## src/rtl/signed_add_arb_pkg.sv

```systemverilog
// Shared definitions for the signed_add_arbiter slice: default sizes,
// id width helper, saturation constants and the output-stage state type.
package signed_add_arb_pkg;

  localparam int DEF_N_REQ = 4;
  localparam int DEF_W     = 4;
  localparam int DEF_CNT_W = 8;

  // Width of a requester index; never less than one bit.
  function automatic int id_width(input int n);
    return (n > 1) ? $clog2(n) : 1;
  endfunction

  // Clamp values for the default operand width.
  localparam logic [DEF_W-1:0] MAX_POS = {1'b0, {(DEF_W-1){1'b1}}};
  localparam logic [DEF_W-1:0] MAX_NEG = {1'b1, {(DEF_W-1){1'b0}}};

  // Output register occupancy.
  typedef enum logic {
    ST_EMPTY = 1'b0,
    ST_FULL  = 1'b1
  } out_state_t;

endpackage

```

## src/rtl/signed_add_arb_if.sv

```systemverilog
// Bundle of requester and result signals around the shared adder.
// Handshake: a transfer happens on a clock edge where valid and ready are
// both 1; a requester holds its operands stable while valid=1 and ready=0,
// and the result side holds its outputs while res_valid=1 and res_ready=0.
// 'state' mirrors the output-stage FSM for observation.
interface signed_add_arb_if
  import signed_add_arb_pkg::*;
#(
  parameter int N_REQ = DEF_N_REQ,
  parameter int W     = DEF_W,
  parameter int CNT_W = DEF_CNT_W
);
  localparam int ID_W = id_width(N_REQ);

  logic [N_REQ-1:0]   req_valid;
  logic [N_REQ-1:0]   req_ready;
  logic [N_REQ*W-1:0] req_a;
  logic [N_REQ*W-1:0] req_b;
  logic               res_valid;
  logic               res_ready;
  logic [W-1:0]       res_sum;
  logic               res_overflow;
  logic [ID_W-1:0]    res_id;
  logic [CNT_W-1:0]   ovf_count;
  out_state_t         state;

  // Client side: presents operands and consumes results.
  modport master (
    output req_valid, req_a, req_b, res_ready,
    input  req_ready, res_valid, res_sum, res_overflow, res_id, ovf_count, state
  );

  // Arbiter side.
  modport slave (
    input  req_valid, req_a, req_b, res_ready,
    output req_ready, res_valid, res_sum, res_overflow, res_id, ovf_count, state
  );
endinterface

```

## src/rtl/signed_add_arbiter_ovf_core.sv

```systemverilog
// signed_add_ovf_core: combinational W-bit two's-complement adder with
// signed-overflow flag. With SIGNED_ADD_ARB_SATURATE_EN defined the sum is
// clamped to the most positive / most negative value on overflow.
module signed_add_ovf_core #(
  parameter int W = 4
) (
  input  logic [W-1:0] a,
  input  logic [W-1:0] b,
  output logic [W-1:0] sum,
  output logic         overflow
);
  logic [W-1:0] raw;

  // Wrapped sum; overflow when operand signs agree and the result sign differs.
  always_comb begin
    raw      = a + b;
    overflow = (a[W-1] == b[W-1]) && (raw[W-1] != a[W-1]);
  end

`ifdef SIGNED_ADD_ARB_SATURATE_EN
  localparam logic [W-1:0] SAT_POS = {1'b0, {(W-1){1'b1}}};
  localparam logic [W-1:0] SAT_NEG = {1'b1, {(W-1){1'b0}}};

  // Clamp toward the sign of the operands (both equal when overflowing).
  always_comb begin
    sum = raw;
    if (overflow) sum = a[W-1] ? SAT_NEG : SAT_POS;
  end
`else
  // Plain modular result.
  always_comb begin
    sum = raw;
  end
`endif
endmodule

```

## src/rtl/signed_add_arbiter.sv

```systemverilog
// signed_add_arbiter: round-robin arbiter sharing one signed adder among
// N_REQ requesters, with a single-entry result register tagged by requester
// id and a saturating overflow-event counter.
// Optional macro SIGNED_ADD_ARB_SATURATE_EN clamps the sum on overflow.
module signed_add_arbiter
  import signed_add_arb_pkg::*;
#(
  parameter int N_REQ = DEF_N_REQ,
  parameter int W     = DEF_W,
  parameter int CNT_W = DEF_CNT_W
) (
  input logic             clk,
  input logic             rst,
  signed_add_arb_if.slave bus
);
  localparam int ID_W = id_width(N_REQ);

  out_state_t        state_q, state_d;
  logic [ID_W-1:0]   ptr_q;
  logic [ID_W-1:0]   grant_idx;
  logic              grant_found;
  logic              can_accept;
  logic              accept;
  logic [N_REQ-1:0]  ready_c;
  logic [W-1:0]      a_sel, b_sel;
  logic [W-1:0]      core_sum;
  logic              core_ovf;
  logic [W-1:0]      sum_q;
  logic              ovf_q;
  logic [ID_W-1:0]   id_q;
  logic [CNT_W-1:0]  cnt_q;

  // First valid requester at or after the pointer, wrapping around.
  always_comb begin
    int idx;
    idx         = 0;
    grant_found = 1'b0;
    grant_idx   = '0;
    for (int k = 0; k < N_REQ; k++) begin
      idx = int'(ptr_q) + k;
      if (idx >= N_REQ) idx = idx - N_REQ;
      if (!grant_found && bus.req_valid[idx]) begin
        grant_found = 1'b1;
        grant_idx   = ID_W'(idx);
      end
    end
  end

  // One-hot ready, only when the output stage can take data and not in reset.
  always_comb begin
    can_accept = (state_q == ST_EMPTY) || bus.res_ready;
    accept     = grant_found && can_accept && !rst;
    ready_c    = '0;
    if (accept) ready_c[grant_idx] = 1'b1;
    a_sel = bus.req_a[int'(grant_idx)*W +: W];
    b_sel = bus.req_b[int'(grant_idx)*W +: W];
  end

  signed_add_ovf_core #(.W(W)) u_core (
    .a        (a_sel),
    .b        (b_sel),
    .sum      (core_sum),
    .overflow (core_ovf)
  );

  // Output-stage occupancy register.
  always_ff @(posedge clk or posedge rst) begin
    if (rst) state_q <= ST_EMPTY;
    else     state_q <= state_d;
  end

  // Fill on accept (also covers drain+accept), empty on drain, else hold.
  always_comb begin
    state_d = state_q;
    if (accept)             state_d = ST_FULL;
    else if (bus.res_ready) state_d = ST_EMPTY;
  end

  // Result payload and round-robin pointer update only on an accept.
  always_ff @(posedge clk or posedge rst) begin
    if (rst) begin
      sum_q <= '0;
      ovf_q <= 1'b0;
      id_q  <= '0;
      ptr_q <= '0;
    end else if (accept) begin
      sum_q <= core_sum;
      ovf_q <= core_ovf;
      id_q  <= grant_idx;
      ptr_q <= (grant_idx == ID_W'(N_REQ - 1)) ? '0 : grant_idx + 1'b1;
    end
  end

  // Overflow events counted at accept time, sticking at all-ones.
  always_ff @(posedge clk or posedge rst) begin
    if (rst)                                  cnt_q <= '0;
    else if (accept && core_ovf && cnt_q != '1) cnt_q <= cnt_q + CNT_W'(1);
  end

  assign bus.req_ready    = ready_c;
  assign bus.res_valid    = (state_q == ST_FULL);
  assign bus.res_sum      = sum_q;
  assign bus.res_overflow = ovf_q;
  assign bus.res_id       = id_q;
  assign bus.ovf_count    = cnt_q;
  assign bus.state        = state_q;
endmodule
```

## src/flat_wrapper.sv

```systemverilog
// flat-port wrapper written by rule: the top's interface ports become plain ports
module signed_add_arbiter_flat import signed_add_arb_pkg::*;
#(
  parameter int N_REQ = DEF_N_REQ,
  parameter int W     = DEF_W,
  parameter int CNT_W = DEF_CNT_W
)
  (clk, rst, bus_req_valid, bus_req_a, bus_req_b, bus_res_ready, bus_req_ready, bus_res_valid, bus_res_sum, bus_res_overflow, bus_res_id, bus_ovf_count, bus_state);
  signed_add_arb_if #(.N_REQ(N_REQ), .W(W), .CNT_W(CNT_W)) bus_i ();
  input logic clk;
  input logic rst;
  input wire logic [$bits(bus_i.req_valid)-1:0] bus_req_valid;
  input wire logic [$bits(bus_i.req_a)-1:0] bus_req_a;
  input wire logic [$bits(bus_i.req_b)-1:0] bus_req_b;
  input wire logic [$bits(bus_i.res_ready)-1:0] bus_res_ready;
  output wire logic [$bits(bus_i.req_ready)-1:0] bus_req_ready;
  output wire logic [$bits(bus_i.res_valid)-1:0] bus_res_valid;
  output wire logic [$bits(bus_i.res_sum)-1:0] bus_res_sum;
  output wire logic [$bits(bus_i.res_overflow)-1:0] bus_res_overflow;
  output wire logic [$bits(bus_i.res_id)-1:0] bus_res_id;
  output wire logic [$bits(bus_i.ovf_count)-1:0] bus_ovf_count;
  output wire logic [$bits(bus_i.state)-1:0] bus_state;
  assign bus_i.req_valid = bus_req_valid;
  assign bus_i.req_a = bus_req_a;
  assign bus_i.req_b = bus_req_b;
  assign bus_i.res_ready = bus_res_ready;
  assign bus_req_ready = bus_i.req_ready;
  assign bus_res_valid = bus_i.res_valid;
  assign bus_res_sum = bus_i.res_sum;
  assign bus_res_overflow = bus_i.res_overflow;
  assign bus_res_id = bus_i.res_id;
  assign bus_ovf_count = bus_i.ovf_count;
  assign bus_state = bus_i.state;
  signed_add_arbiter #(.N_REQ(N_REQ), .W(W), .CNT_W(CNT_W)) u_core (.clk(clk), .rst(rst), .bus(bus_i));
endmodule
```

## config.mk

```make
export PLATFORM = sky130hd
export DESIGN_NAME = signed_add_arbiter_flat
export DESIGN_NICKNAME = d
export VERILOG_FILES = /design/src/rtl/signed_add_arb_pkg.sv /design/src/rtl/signed_add_arb_if.sv /design/src/rtl/signed_add_arbiter_ovf_core.sv /design/src/rtl/signed_add_arbiter.sv /design/src/flat_wrapper.sv
export SDC_FILE = /design/constraint.sdc
export NUM_CORES = 1
export LEC_CHECK = 0
export CAP_MARGIN = 5
export CELL_PAD_IN_SITES_DETAIL_PLACEMENT = 2
export CELL_PAD_IN_SITES_GLOBAL_PLACEMENT = 2
export CORE_MARGIN = 10
export CORE_UTILIZATION = 21
export DETAILED_ROUTE_END_ITERATION = 10
export GPL_TIMING_DRIVEN = 0
export PLACE_DENSITY_LB_ADDON = 0.08
export REMOVE_ABC_BUFFERS = 1
export SETUP_SLACK_MARGIN = 0.4
export SYNTH_ARGS = -nofsm -noshare
export SYNTH_HDL_FRONTEND = slang
export SYNTH_SLANG_ARGS = --single-unit
```

## constraint.sdc

```tcl
create_clock -name clk -period 3.25 [get_ports clk]
set_input_delay 0.8125 -clock clk [delete_from_list [all_inputs] [get_ports clk]]
set_output_delay 0.8125 -clock clk [all_outputs]
set_load 0.01 [all_outputs]
```

==> flow_summary.toml <==
[run_status]
status = "complete, but fails checks"
violations = "setup timing"

[worst_setup_path]
path_buf_inv = 4
path_common_cell = "a21o_1"
critPathKind = "primary input to flip-flop"
crit_chain = "buf_8 > nor2b_4 > a21o_1 > a211oi_4 > buf_12 > mux2i_1 > nand2_1 > and2_4 > ha_4 > a21o_1 > a21oi_2 > inv_1 > or3_4 > buf_4 > mux2_4 > nor3_1 > xor2_1"
startpoint_type = "primary input"
crit_fanout = 5
cp.arrival_ns = 4.07
path_delay_family = "simple AND/OR/NAND/NOR gates"
required_ns = 3.42
critPathSlowestCell = "or3_4"
critPathMaxStageDelay_ns = 0.38
end_kind = "flip-flop"

[sta]
min_period_ns = 3.90
rsz0062_at_grt = "yes"
worst_slack_ns = -0.654
final_hold_viol_count = 0
finalMaxSlewViolations = 0
min_period_over_period_pct = 120
setup_violations = 12
fin_worst_skew_ns = 0.00250
relSlewSlack_pct = 26.5
clock.fmax_ghz = 0.256
worstMarginPinSlew_ns = 1.09

[clock_tree]
clk_latency_ns = 0.25
htree_num_levels = 1
cts_made_buffers = 3
cts_root_buf = "clkbuf_8"
clk_pin_slew_worst_paths_ns = 0.06
cts_tree = "done"
clk_path_buf_depth = 2
hold_buffers = 0
clock_sinks = 18

[detailed_routing]
vias = 1511
drtIter0Drc = 13
post_drt_wl_per_cell_um = 19.7
wirelength_mm = 6.50
drc = 0
ant_nets = 0
vias_per_cell = 4.58
drt-pass1-iter-count = 4

[synth]
yosysTopAreaCell = "dfrtp_1"
synth_seq_cells = 18
yosysWarningCount = 0
yosys-top-cells-area = "dfrtp_1 33%, ha_1 7.4%, nand2_1 6.7%"
ys_types = 38
syn_avg_cell_area_sq_um = 9.02
syn_area_sq_um = 1350
ys_async_sr_fraction_pct = 100
synth_ff_type = "dfrtp_1"
synthCells = 150
synth-seq-area-share_pct = 33.3
synth_edf_count = 0
synth_top_cell_area_share_pct = 33.3

[grt]
grt.overflow.total = 0
grt_pass1_vias = 1647
grt_max_degree = 19
grt_pass1_wl_mm = 8.92
grt_usage_pct = 11.1
antenna_found_initial = 0

[floorplan]
core_area_sq_um = 6310
die_height_um = 100
initial_core_util_pct = 21.4
die_x_um = 100
num_rows = 29
pin_count = 60
die_area_sq_um = 10100

[min_path]
hold_class = "flip-flop to flip-flop"

[placed_design]
place.gp.congestion = 0.733
placed_area_sq_um = 2010
dp_hpwl_mm = 3.79
io_buffers = 59

[finish]
nNetsFinal = 302
drive_gt1_share_pct = 42.3
final_cell_area_sq_um = 2790
n_antenna_cell = 0
syn_to_final_growth_pct = 106

[pwr]
power_density_nw_per_um2 = 898
p_total_mw = 2.50
ir_drop_mv = 0.326
p_leak_nw = 1.29

[run]
maxCapViolCount = 0
kinds of logic (layout without fill, tap and decap cells):
group / after synthesis / count (layout) / synth area share (%)
AND/OR/NAND/NOR: 57 / 57 / 22.2
AO/OA/AOI/OAI: 23 / 23 / 11.8
buffers and inverters: 19 / 121 / 6.01
flip-flops: 18 / 18 / 33.3
multiplexers: 14 / 15 / 11.3
XOR/XNOR: 10 / 10 / 6.48
adder cells (fa/ha/maj): 9 / 9 / 8.88
layout make-up:
type                            count  area [sq um]
Fill cell                         680          3520
Multi-Input combinational cell    114          1080
Timing Repair Buffer              103          1020
Sequential cell                    18           450
Tap cell                           77          96.3
Inverter                           13          83.8
Clock buffer                        4          55.1
Timing Repair inverter              1          11.3
where the power goes:
group / switching, mW / internal [mW] / total [mW] / leakage [nW]
combinational: 0.793 / 1.13 / 1.92 / 1.04
sequential: 0.0953 / 0.310 / 0.405 / 0.220
clock: 0.0725 / 0.108 / 0.180 / 0.0288
synthesized netlist by cell type, types with 2 or more instances:
| cell | count |
|---|---|
| ha_1 | 8 |
| mux2_2 | 6 |
| xor2_1 | 7 |
| o21a_1 | 2 |
| dfrtp_1 | 18 |
| o21ai_0 | 3 |
| a21oi_1 | 5 |
| nand2_1 | 24 |
| nand3_1 | 4 |
| and3_1 | 5 |
| and2_1 | 6 |
| buf_4 | 2 |
| nor3_1 | 4 |
| inv_1 | 11 |
| clkbuf_1 | 3 |
| mux2i_1 | 7 |
| nor2_1 | 4 |
| nor3b_1 | 2 |
| a31oi_1 | 4 |
| or3_1 | 2 |
| xnor2_1 | 3 |
| a21o_1 | 2 |
| nand2b_1 | 2 |
| a211oi_1 | 2 |
worst reg2reg max path, cell delays in order (launching register included):
cell	delay, ns
dfrtp_1	0.52
nand2_2	0.12
a311oi_4	0.28
or2_4	0.22
buf_8	0.14
buf_8	0.13
nand2_1	0.06
and2_4	0.17
ha_4	0.21
a21o_1	0.18
a21oi_2	0.19
inv_1	0.08
or3_4	0.38
buf_4	0.14
mux2_4	0.31
nor3_1	0.25
xor2_1	0.20
cell usage in the layout (no fill, tap or decap), types with 5 or more instances in the layout:
master            n
clkdlybuf4s50_1  51
buf_4            24
dfrtp_1          18
nand2_1          17
buf_6            17
inv_1             8
mux2i_1           7
xor2_1            7
nand2_2           5
ha_1              5
what timing repair did:
action,in CTS,in global routing
gates cloned,1,1
endpoints found under the setup margin,21,16
resized for setup,67,48
setup buffers,25,19
pin swaps,21,20
worst paths after layout:
path	start	end	slack, ns	cells past startpoint
worst min register to register	u_core.bus.ovf_count[7]	u_core.bus.ovf_count[7]	0.51	1
worst max-delay path	bus_req_valid[2]	u_core.bus.ovf_count[6]	-0.65	17
min in group asynchronous	rst	u_core.bus.ovf_count[7]	0.99	3
worst min-delay path	u_core.bus.ovf_count[7]	u_core.bus.ovf_count[7]	0.51	1
worst max register to register	u_core.ptr_q[1]	u_core.bus.ovf_count[6]	-0.41	16
max in group asynchronous	rst	u_core.ptr_q[1]	2.06	3
sequential cells by signal, indices dropped and copies added, names as in the netlist:
name	flops
u_core.bus.ovf_count	8
u_core.bus.res_id	2
u_core.bus.res_overflow	1
u_core.bus.res_sum	4
u_core.bus.res_valid	1
u_core.ptr_q	2
through the flow:
stage | utilization [%] | setup slack, ns | hold slack, ns | TNS [ns] | std cells
6_report | 44.2 | -0.654 | 0.505 | -5.99 | 330
5_1_grt | 44.2 | -0.864 | 0.542 | -8.05 | 330
4_1_cts | 38.7 | -0.446 | 0.507 | -3.40 | 310
3_5_place_dp | 31.8 | -1.94 | 0.499 | -28.30 | 280
3_3_place_gp | 31.8 | -1.83 | 0.485 | -27.01 | 280
2_1_floorplan | - | -0.812 | 0.499 | -6.38 | 144
per-layer routing:
| layer | share of wire (%) | track usage [%] | up-vias |
|---|---|---|---|
| li1 | - | - | 717 |
| met1 | 37 | 11.6 | 757 |
| met2 | 57 | 21.1 | 35 |
| met3 | 4.9 | 3.57 | 2 |
| met4 | 0.51 | 1.63 | 0 |
| met5 | 0 | 0 | - |
(Power assumes the default switching activity.)
